<file path="src/rtl/kappa3_pkg.sv">
// Shared types, parameter limits and helpers for the keypad front end.
package kappa3_pkg;

  typedef enum logic [1:0] {
    KBD_IDLE,
    KBD_DEBOUNCE,
    KBD_HELD,
    KBD_RELEASE
  } kbd_state_t;

  localparam int DIGITS_MIN      = 1;
  localparam int DIGITS_MAX      = 16;
  localparam int DB_CYCLES_MIN   = 1;
  localparam int DB_CYCLES_MAX   = 255;
  localparam int SYNC_STAGES_MIN = 2;
  localparam int SYNC_STAGES_MAX = 4;

  // Lowest set index wins when several keys are down together.
  function automatic logic [3:0] lowest_set(input logic [15:0] keys);
    lowest_set = 4'd0;
    for (int i = 15; i >= 0; i--) begin
      if (keys[i]) lowest_set = 4'(i);
    end
  endfunction

endpackage

</file>
<file path="src/rtl/key_sync.sv">
// Multi-stage flop synchroniser for asynchronous button levels.
module key_sync
  import kappa3_pkg::*;
#(
  parameter int STAGES = 2,
  parameter int W      = 1
) (
  input  logic         clock,
  input  logic         reset,
  input  logic [W-1:0] d,
  output logic [W-1:0] q
);

  logic [W-1:0] stage [STAGES];

  always_ff @(posedge clock) begin
    if (reset) begin
      for (int i = 0; i < STAGES; i++) stage[i] <= '0;
    end else begin
      stage[0] <= d;
      for (int i = 1; i < STAGES; i++) stage[i] <= stage[i-1];
    end
  end

  assign q = stage[STAGES-1];

endmodule

</file>
<file path="src/rtl/keypad_frontend.sv">
// Hex keypad front end: synchronise, debounce one shared key path, and
// assemble accepted digits into a shift buffer with clear and backspace.
module keypad_frontend
  import kappa3_pkg::*;
#(
  parameter int DIGITS      = 8,
  parameter int DB_CYCLES   = 4,
  parameter int SYNC_STAGES = 2
) (
  input  logic                         clock,
  input  logic                         reset,
  input  logic [15:0]                  keys_raw,
  input  logic                         clear_raw,
  input  logic                         bksp_raw,
  output logic [4*DIGITS-1:0]          value,
  output logic [$clog2(DIGITS+1)-1:0]  ndigits,
  output logic                         key_event,
  output logic [3:0]                   key_code,
  output logic                         overflow
);

  localparam int              NW      = $clog2(DIGITS+1);
  localparam logic [7:0]      DB_LAST = 8'(DB_CYCLES - 1);
  localparam bit              DB_ONE  = (DB_CYCLES == 1);
  localparam logic [NW-1:0]   FULL    = NW'(DIGITS);

  if (DIGITS < DIGITS_MIN || DIGITS > DIGITS_MAX) begin : g_bad_digits
    $error("keypad_frontend: DIGITS out of range");
  end
  if (DB_CYCLES < DB_CYCLES_MIN || DB_CYCLES > DB_CYCLES_MAX) begin : g_bad_db
    $error("keypad_frontend: DB_CYCLES out of range");
  end
  if (SYNC_STAGES < SYNC_STAGES_MIN || SYNC_STAGES > SYNC_STAGES_MAX) begin : g_bad_sync
    $error("keypad_frontend: SYNC_STAGES out of range");
  end

  logic [15:0]   keys;
  logic          clear_s, bksp_s, clear_prev, bksp_prev;
  logic          pressed, commit;
  logic [3:0]    code_now, code, code_next;
  logic [7:0]    cnt, cnt_next;
  kbd_state_t    state, state_next;
  logic [4*DIGITS-1:0] value_shift;

  key_sync #(.STAGES(SYNC_STAGES), .W(16)) u_sync_keys  (.clock(clock), .reset(reset), .d(keys_raw),  .q(keys));
  key_sync #(.STAGES(SYNC_STAGES), .W(1))  u_sync_clear (.clock(clock), .reset(reset), .d(clear_raw), .q(clear_s));
  key_sync #(.STAGES(SYNC_STAGES), .W(1))  u_sync_bksp  (.clock(clock), .reset(reset), .d(bksp_raw),  .q(bksp_s));

  assign pressed  = |keys;
  assign code_now = lowest_set(keys);

  always_ff @(posedge clock) begin
    if (reset) begin
      state <= KBD_IDLE;
      cnt   <= '0;
      code  <= '0;
    end else begin
      state <= state_next;
      cnt   <= cnt_next;
      code  <= code_next;
    end
  end

  // cnt counts stable samples, including the one that caused the transition.
  always_comb begin
    state_next = state;
    cnt_next   = cnt;
    code_next  = code;
    case (state)
      KBD_IDLE: begin
        if (pressed) begin
          code_next  = code_now;
          cnt_next   = 8'd1;
          state_next = DB_ONE ? KBD_HELD : KBD_DEBOUNCE;
        end
      end
      KBD_DEBOUNCE: begin
        if (pressed && code_now == code) begin
          cnt_next = cnt + 8'd1;
          if (cnt == DB_LAST) state_next = KBD_HELD;
        end else begin
          cnt_next   = '0;
          state_next = KBD_IDLE;
        end
      end
      KBD_HELD: begin
        if (!pressed) begin
          cnt_next   = DB_ONE ? 8'd0 : 8'd1;
          state_next = DB_ONE ? KBD_IDLE : KBD_RELEASE;
        end
      end
      KBD_RELEASE: begin
        if (pressed) begin
          cnt_next   = '0;
          state_next = KBD_HELD;
        end else if (cnt == DB_LAST) begin
          cnt_next   = '0;
          state_next = KBD_IDLE;
        end else begin
          cnt_next = cnt + 8'd1;
        end
      end
      default: state_next = KBD_IDLE;
    endcase
  end

  always_comb begin
    commit = 1'b0;
    if (state == KBD_IDLE && pressed && DB_ONE) commit = 1'b1;
    if (state == KBD_DEBOUNCE && pressed && code_now == code && cnt == DB_LAST) commit = 1'b1;
  end

  always_comb begin
    value_shift      = value << 4;
    value_shift[3:0] = code_now;
  end

  // Clear beats commit beats backspace; a commit that loses still pulses key_event.
  always_ff @(posedge clock) begin
    if (reset) begin
      value      <= '0;
      ndigits    <= '0;
      key_event  <= 1'b0;
      key_code   <= '0;
      overflow   <= 1'b0;
      clear_prev <= 1'b0;
      bksp_prev  <= 1'b0;
    end else begin
      clear_prev <= clear_s;
      bksp_prev  <= bksp_s;
      key_event  <= commit;
      if (commit) key_code <= code_now;
      if (clear_s && !clear_prev) begin
        value    <= '0;
        ndigits  <= '0;
        overflow <= 1'b0;
      end else if (commit) begin
        value <= value_shift;
        if (ndigits == FULL) begin
          if (value[4*DIGITS-1 -: 4] != 4'd0) overflow <= 1'b1;
        end else begin
          ndigits <= ndigits + 1'b1;
        end
      end else if (bksp_s && !bksp_prev) begin
        value <= value >> 4;
        if (ndigits != '0) ndigits <= ndigits - 1'b1;
      end
    end
  end

endmodule
</file>
<file path="config.mk">
export PLATFORM = sky130hd
export DESIGN_NAME = keypad_frontend
export DESIGN_NICKNAME = d
export VERILOG_FILES = /design/src/rtl/kappa3_pkg.sv /design/src/rtl/key_sync.sv /design/src/rtl/keypad_frontend.sv
export SDC_FILE = /design/constraint.sdc
export NUM_CORES = 1
export LEC_CHECK = 0
export CORE_UTILIZATION = 44
export DETAILED_ROUTE_END_ITERATION = 16
export GPL_ROUTABILITY_DRIVEN = 0
export PLACE_DENSITY = 0.76
export SLEW_MARGIN = 20
export SYNTH_ARGS = -nofsm -noshare
export SYNTH_HDL_FRONTEND = slang
export SYNTH_SLANG_ARGS = --single-unit
export TNS_END_PERCENT = 20
</file>
<file path="constraint.sdc">
create_clock -name clock -period 3.39 [get_ports clock]
set_input_delay 0.678 -clock clock [delete_from_list [all_inputs] [get_ports clock]]
set_output_delay 0.678 -clock clock [all_outputs]
set_load 0.05 [all_outputs]
</file>
# Word-level counts from Yosys, hierarchy flattened
# Memories as Yosys holds them, arrays and structs flattened.
# Cells that the tools add are included.
word_totals:
  ff_bits: 58
  latchBits: 0
  ram_bits: 36
  romBits: 0
  in_bits: 20
  out_inout_bits: 42
  elab_cells: 98
  memories: 3
mem_list:
  columns: ["name", "words", "word_bits", "rd", "rd_clocked_by_memory_dff", "write_ports", "line_no", "text"]
  rows:
  - ["u_sync_keys.stage", 2, 16, 2, 0, 2, "key_sync.sv:14", "logic [W-1:0] stage [STAGES];"]
  - ["u_sync_bksp.stage", 2, 1, 2, 0, 2, "key_sync.sv:14", null]
  - ["u_sync_clear.stage", 2, 1, 2, 0, 2, "key_sync.sv:14", null]
op_classes:
  n_addsub: 3
  n_mul: 0
  div_mod_pow: 0
  order_cmp: 0
  eq_ne: 11
  shift: 0
  mux: 45
  bitwise: 6
  n_reduce_logical: 20
ops:
  columns: ["cell", "count"]
  rows:
  - ["$mux 4", 20]
  - ["$mux 32", 2]
  - ["$mux 8", 5]
  - ["$mux 16", 2]
  - ["$pmux 8 s4", 1]
  - ["$reduce_or 16->1", 1]
  - ["$mux 2", 6]
  - ["$add 8x1->8 const B", 1]
  - ["$eq 8x2->1 const B", 1]
  - ["$mux 1", 8]
  - ["$pmux 2 s4", 1]
  - ["$reduce_bool 4->1", 2]
  - ["$logic_and 1x1->1", 6]
  - ["$ne 2x2->1 const B", 3]
  - ["$ne 3x3->1 const B", 2]
  - ["$or 1x1->1", 6]
  - ["$reduce_and 3->1", 2]
  - ["$add 4x1->4 const B", 1]
  - ["$eq 2x2->1 const B", 2]
  - ["$eq 4x4->1", 1]
  - ["$eq 4x4->1 const B", 1]
  - ["$reduce_and 2->1", 2]
  - ["$reduce_and 4->1", 1]
  - ["$reduce_bool 2->1", 2]
  - ["other kinds (5)", 6]

# Longest topological paths before layout
depth:
  depth_word: 22
  depth_mapped: 12
  depth_no_buf: 12

# Cells and area by module
# From an unflattened synthesis, not the netlist that was laid out.
hier_totals:
  cells_unflattened: 444
  area_unflattened_um2: 4082.7
by_module_without_submodules:
  columns: ["mod", "n_inst", "cells_per_inst", "area_each_um2", "seq_area_each_um2"]
  rows:
  - ["keypad_frontend", 1, 353, 2994.1, 1161.1]
  - ["key_sync at u_sync_keys", 1, 83, 983.4, 640.6]
  - ["key_sync at u_sync_bksp ...", 2, 4, 52.6, 40.0]

# Worst setup path after synthesis
# Ideal clock, no wire load.
synth_path:
  kind: "flip-flop to flip-flop"
  startpoint: "memory u_sync_keys.stage[1][0] (netlist: u_sync_keys.stage[0][16])"
  endpoint: "register ndigits[3]"
  setup_ns: 0.120
  arrival_ns: 3.087
  required_ns: 3.270
  setup_slack_ns: 0.183
  stages_incl_launch_ff: 13
  path_buffers: 0
  period_less_slack_ns: 3.207
  path_cell_list: "dfxtp_1 or4_4 a211oi_4 o2bb2ai_1 a2111oi_4 nand4_1 ha_1 a21o_1 a21oi_1 nand2_1 nand2_1 mux2i_1 o31a_1"
synth_rtl:
  columns: ["element", "line_no", "text"]
  rows:
  - ["from (decl)", "key_sync.sv:14", null]
  - ["to (signal assigned)", "keypad_frontend.sv:142", "ndigits <= ndigits + 1'b1;"]
  - ["to (signal assigned)", "keypad_frontend.sv:146", "if (ndigits != '0) ndigits <= ndigits - 1'b1;"]
  - ["to (decl)", "keypad_frontend.sv:16", "output logic [$clog2(DIGITS+1)-1:0] ndigits,"]

==> impl_metrics.csv <==
group,metric,value,unit
global_route,grtUsageTotal,17.6,%
critical_path,timing.critical_path.mode_cell,"nand2_1",
timing,finalSetupViolations,0,
pwr,peakVddDrop,0.000255,V
timing,fin_crit_sh,94.9,%
critical_path,cp_data_arrival_time,3.46,ns
floorplan,die_h,96.0,um
placement,pre_cts_ws,0.115,ns
timing,final-hold-violation-count,0,
logic_synthesis,ys.flop_type,"dfxtp_1",
pwr,leakage,1.82,nW
critical_path,critPathRequiredTime,3.63,ns
logic_synthesis,synthTopCellsByCount,"dfxtp_1, nor2_1, nor2b_1",
global_route,grt_max_degree,54,
floorplan,dieArea,9220,um2
timing,layout_min_cycle_time,3.22,ns
logic_synthesis,yosysMostFrequentCell,"dfxtp_1",
timing,max_freq,311,MHz
critical_path,timing.critical_path.from,"u_sync_keys.stage[0][20]",
pwr,power_density,429,nW/um2
clock_network,insertion_delay,0.35,ns
floorplan,start_util,46.4,%
placement,place_inst,561,
pwr,p_total,2.06,mW
logic_synthesis,yosysTopAreaCell,"dfxtp_1",
logic_synthesis,synth_edf_count,0,
placement,place.port_buffers,61,
drt,routed_wl,7400,um
logic_synthesis,yosysSeqAreaShare,48.4,%
critical_path,rrSetupSlack,0.17,ns
critical_path,start_kind,"flop",
timing,report.final.slew_viol_count,0,
drt,num_vias,3068,
logic_synthesis,postSynthCellCount,410,
placement,dp.final_hpwl,5290,um
layout,area_growth,23.9,%
logic_synthesis,syn_nets,434,
global_route,grt_overflow,0,
logic_synthesis,syn_avg_cell_area,9.48,um2
floorplan,core_area,8380,um2
drt,postRouteAntennaNets,0,
critical_path,endpoint,"ndigits[3]",
floorplan,rows,33,
critical_path,worst_setup_path_end_kind,"flop",
clock_network,cts_tree,"yes",
timing,relSlewSlack,54.4,%
drt,drtIter0Drc,96,
drt,viasPerCell,5.31,
clock_network,cts_htree_levels,3,
drt,dr.pass1.iters,4,
clock_network,clockRootBuffer,"clkbuf_8",
clock_network,cts_buffers,9,
global_route,first_global_vias,2794,
logic_synthesis,synthTopCellsByArea,"dfxtp_1, mux2i_1, nor2b_1",
logic_synthesis,synth_area,3890,um2
layout,nets,492,
critical_path,slowest_delay,0.58,ns
timing,clock_skew,0.00976,ns
drt,drt-wirelength-per-cell,12.8,um
logic_synthesis,async_reset_ff_share,0,%
clock_network,holdBufCountCts,0,
layout,num_antenna_cells,0,
floorplan,ios,62,
critical_path,reg2reg_depth,12,
layout,final_cells,578,
drt,drc,0,
layout,drive_gt1_share,8.46,%
clock_network,clk_pin_slew_worst_paths,0.09,ns
clock_network,clockBufferDepth,2,
critical_path,cp_cell_sequence,"or4_1, a211oi_4, o2bb2ai_1, a2111oi_4, nand4_1, ha_1, a21o_1, a21oi_2, nand2_1, nand2_1, mux2i_1, o31a_1",
critical_path,cp_max_fo,5,
logic_synthesis,synth_top_cell_area_share,48.4,%
timing,fin_ws,0.173,ns
critical_path,slowest_stage,"or4_1",
job,cap_violations,0,
global_route,grt_first_pass_wirelength,12600,um
critical_path,reg2reg_from,"u_sync_keys.stage[0][20]",
logic_synthesis,synth-seq-cells,94,
timing,worst_pin_slew,0.678,ns
min_path,hold_class,"flop to flop",
clock_network,clkSinkCount,94,
global_route,antenna_found_initial,0,
critical_path,r2r_end,"ndigits[3]",
logic_synthesis,ys_types,50,
logic_synthesis,yosysWarnings,0,
floorplan,die_w,96.0,um
run_status,status,"finished, final reports clean",
critical_path,worstSetupPathType,"flop to flop",
## layer usage
| layer | track usage [%] | vias up | routed length, um |
|---|---|---|---|
| li1 | - | 1550 | - |
| met1 | 22.3 | 1440 | 3470 |
| met2 | 28.9 | 70 | 3540 |
| met3 | 3.48 | 8 | 298 |
| met4 | 8.08 | 0 | 90 |
| met5 | 0 | - | 0 |
## per-stage QoR
step                      util (%)  TNS [ns]  hold WS (ns)  cell area (um2)
after global placement        54.8         0         0.419             4600
after CTS                     57.2         0         0.441             4790
final                         57.5         0         0.439             4820
after detailed placement      54.8         0         0.424             4600
after global routing          57.5  -0.00638         0.458             4820
after floorplan                  -         0         0.414             3890
## power breakdown
| part | internal [mW] | switching, mW | total [mW] |
|---|---|---|---|
| combinational | 0.0883 | 0.0976 | 0.186 |
| clock | 0.358 | 0.364 | 0.722 |
| sequential | 1.13 | 0.0231 | 1.16 |
| total | 1.58 | 0.485 | 2.06 |
## critical path, delay by kind of cell, from the launching register on
kind	cells	cell delay, ns
simple gates	4	0.93
mux	1	0.06
fa+ha+maj	1	0.32
compound gates	6	1.44
flops	1	0.35
## area by class of cell
cell class | count | area [um2]
Clock buffer | 10 | 138
Clock inverter | 6 | 61.3
Fill cell | 726 | 3570
Inverter | 9 | 33.8
Multi-Input combinational cell | 284 | 1900
Sequential cell | 94 | 1880
Tap cell | 105 | 131
Timing Repair Buffer | 70 | 673
## how the worst min path moves through the flow
stage,from,end,slack [ns],cells after the start
after floorplan,u_sync_bksp.stage[0][0],u_sync_bksp.stage[0][1],0.41,1
after global placement,u_sync_clear.stage[0][0],u_sync_clear.stage[0][1],0.42,1
after detailed placement,u_sync_keys.stage[0][14],u_sync_keys.stage[0][30],0.42,1
after CTS,u_sync_keys.stage[0][1],u_sync_keys.stage[0][17],0.44,1
after global routing,u_sync_keys.stage[0][10],u_sync_keys.stage[0][26],0.46,1
final,u_sync_keys.stage[0][8],u_sync_keys.stage[0][24],0.44,1
## registers in the layout, summed over array words and instances, names as in the netlist
register / flops
u_sync_keys.stage: 32
value: 32
cnt: 8
code: 4
key_code: 4
ndigits: 4
state: 2
u_sync_bksp.stage: 2
u_sync_clear.stage: 2
bksp_prev: 1
clear_prev: 1
key_event: 1
overflow: 1
## placed cells by master, fill, tap and decap left out, drive strengths merged, types with 4 or more instances in the layout
cell           netlist  routed
dfxtp               94      94
clkdlybuf4s50        0      60
nor2                52      52
nor2b               43      43
mux2i               32      32
a211oi              31      31
nand2               24      24
a21oi               17      17
clkbuf              18      10
buf                  5      10
inv                  9       9
nor3                 8       8
nand3                8       8
nor4                 8       8
nand2b               6       6
xor2                 5       5
nand4                5       5
clkinv               0       4
## kinds of logic after synthesis
logic type / count (synthesis) / share of synthesized area (%)
XOR/XNOR: 8 / 1.80
flip-flops: 94 / 48.4
adder cells (fa/ha/maj): 4 / 1.48
AND/OR/NAND/NOR: 168 / 22.7
multiplexers: 32 / 8.34
buffers and inverters: 32 / 3.22
AO/OA/AOI/OAI: 72 / 14.1
## what timing repair did
| item | 4_1_cts | 5_1_grt |
|---|---|---|
| endpoints found under the hold margin | 0 | 0 |
| resized for setup | 0 | 2 |
| setup buffers | 0 | 1 |
| setup endpoints to repair | 0 | 1 |
Note: power is estimated with default switching activity, not from simulation.
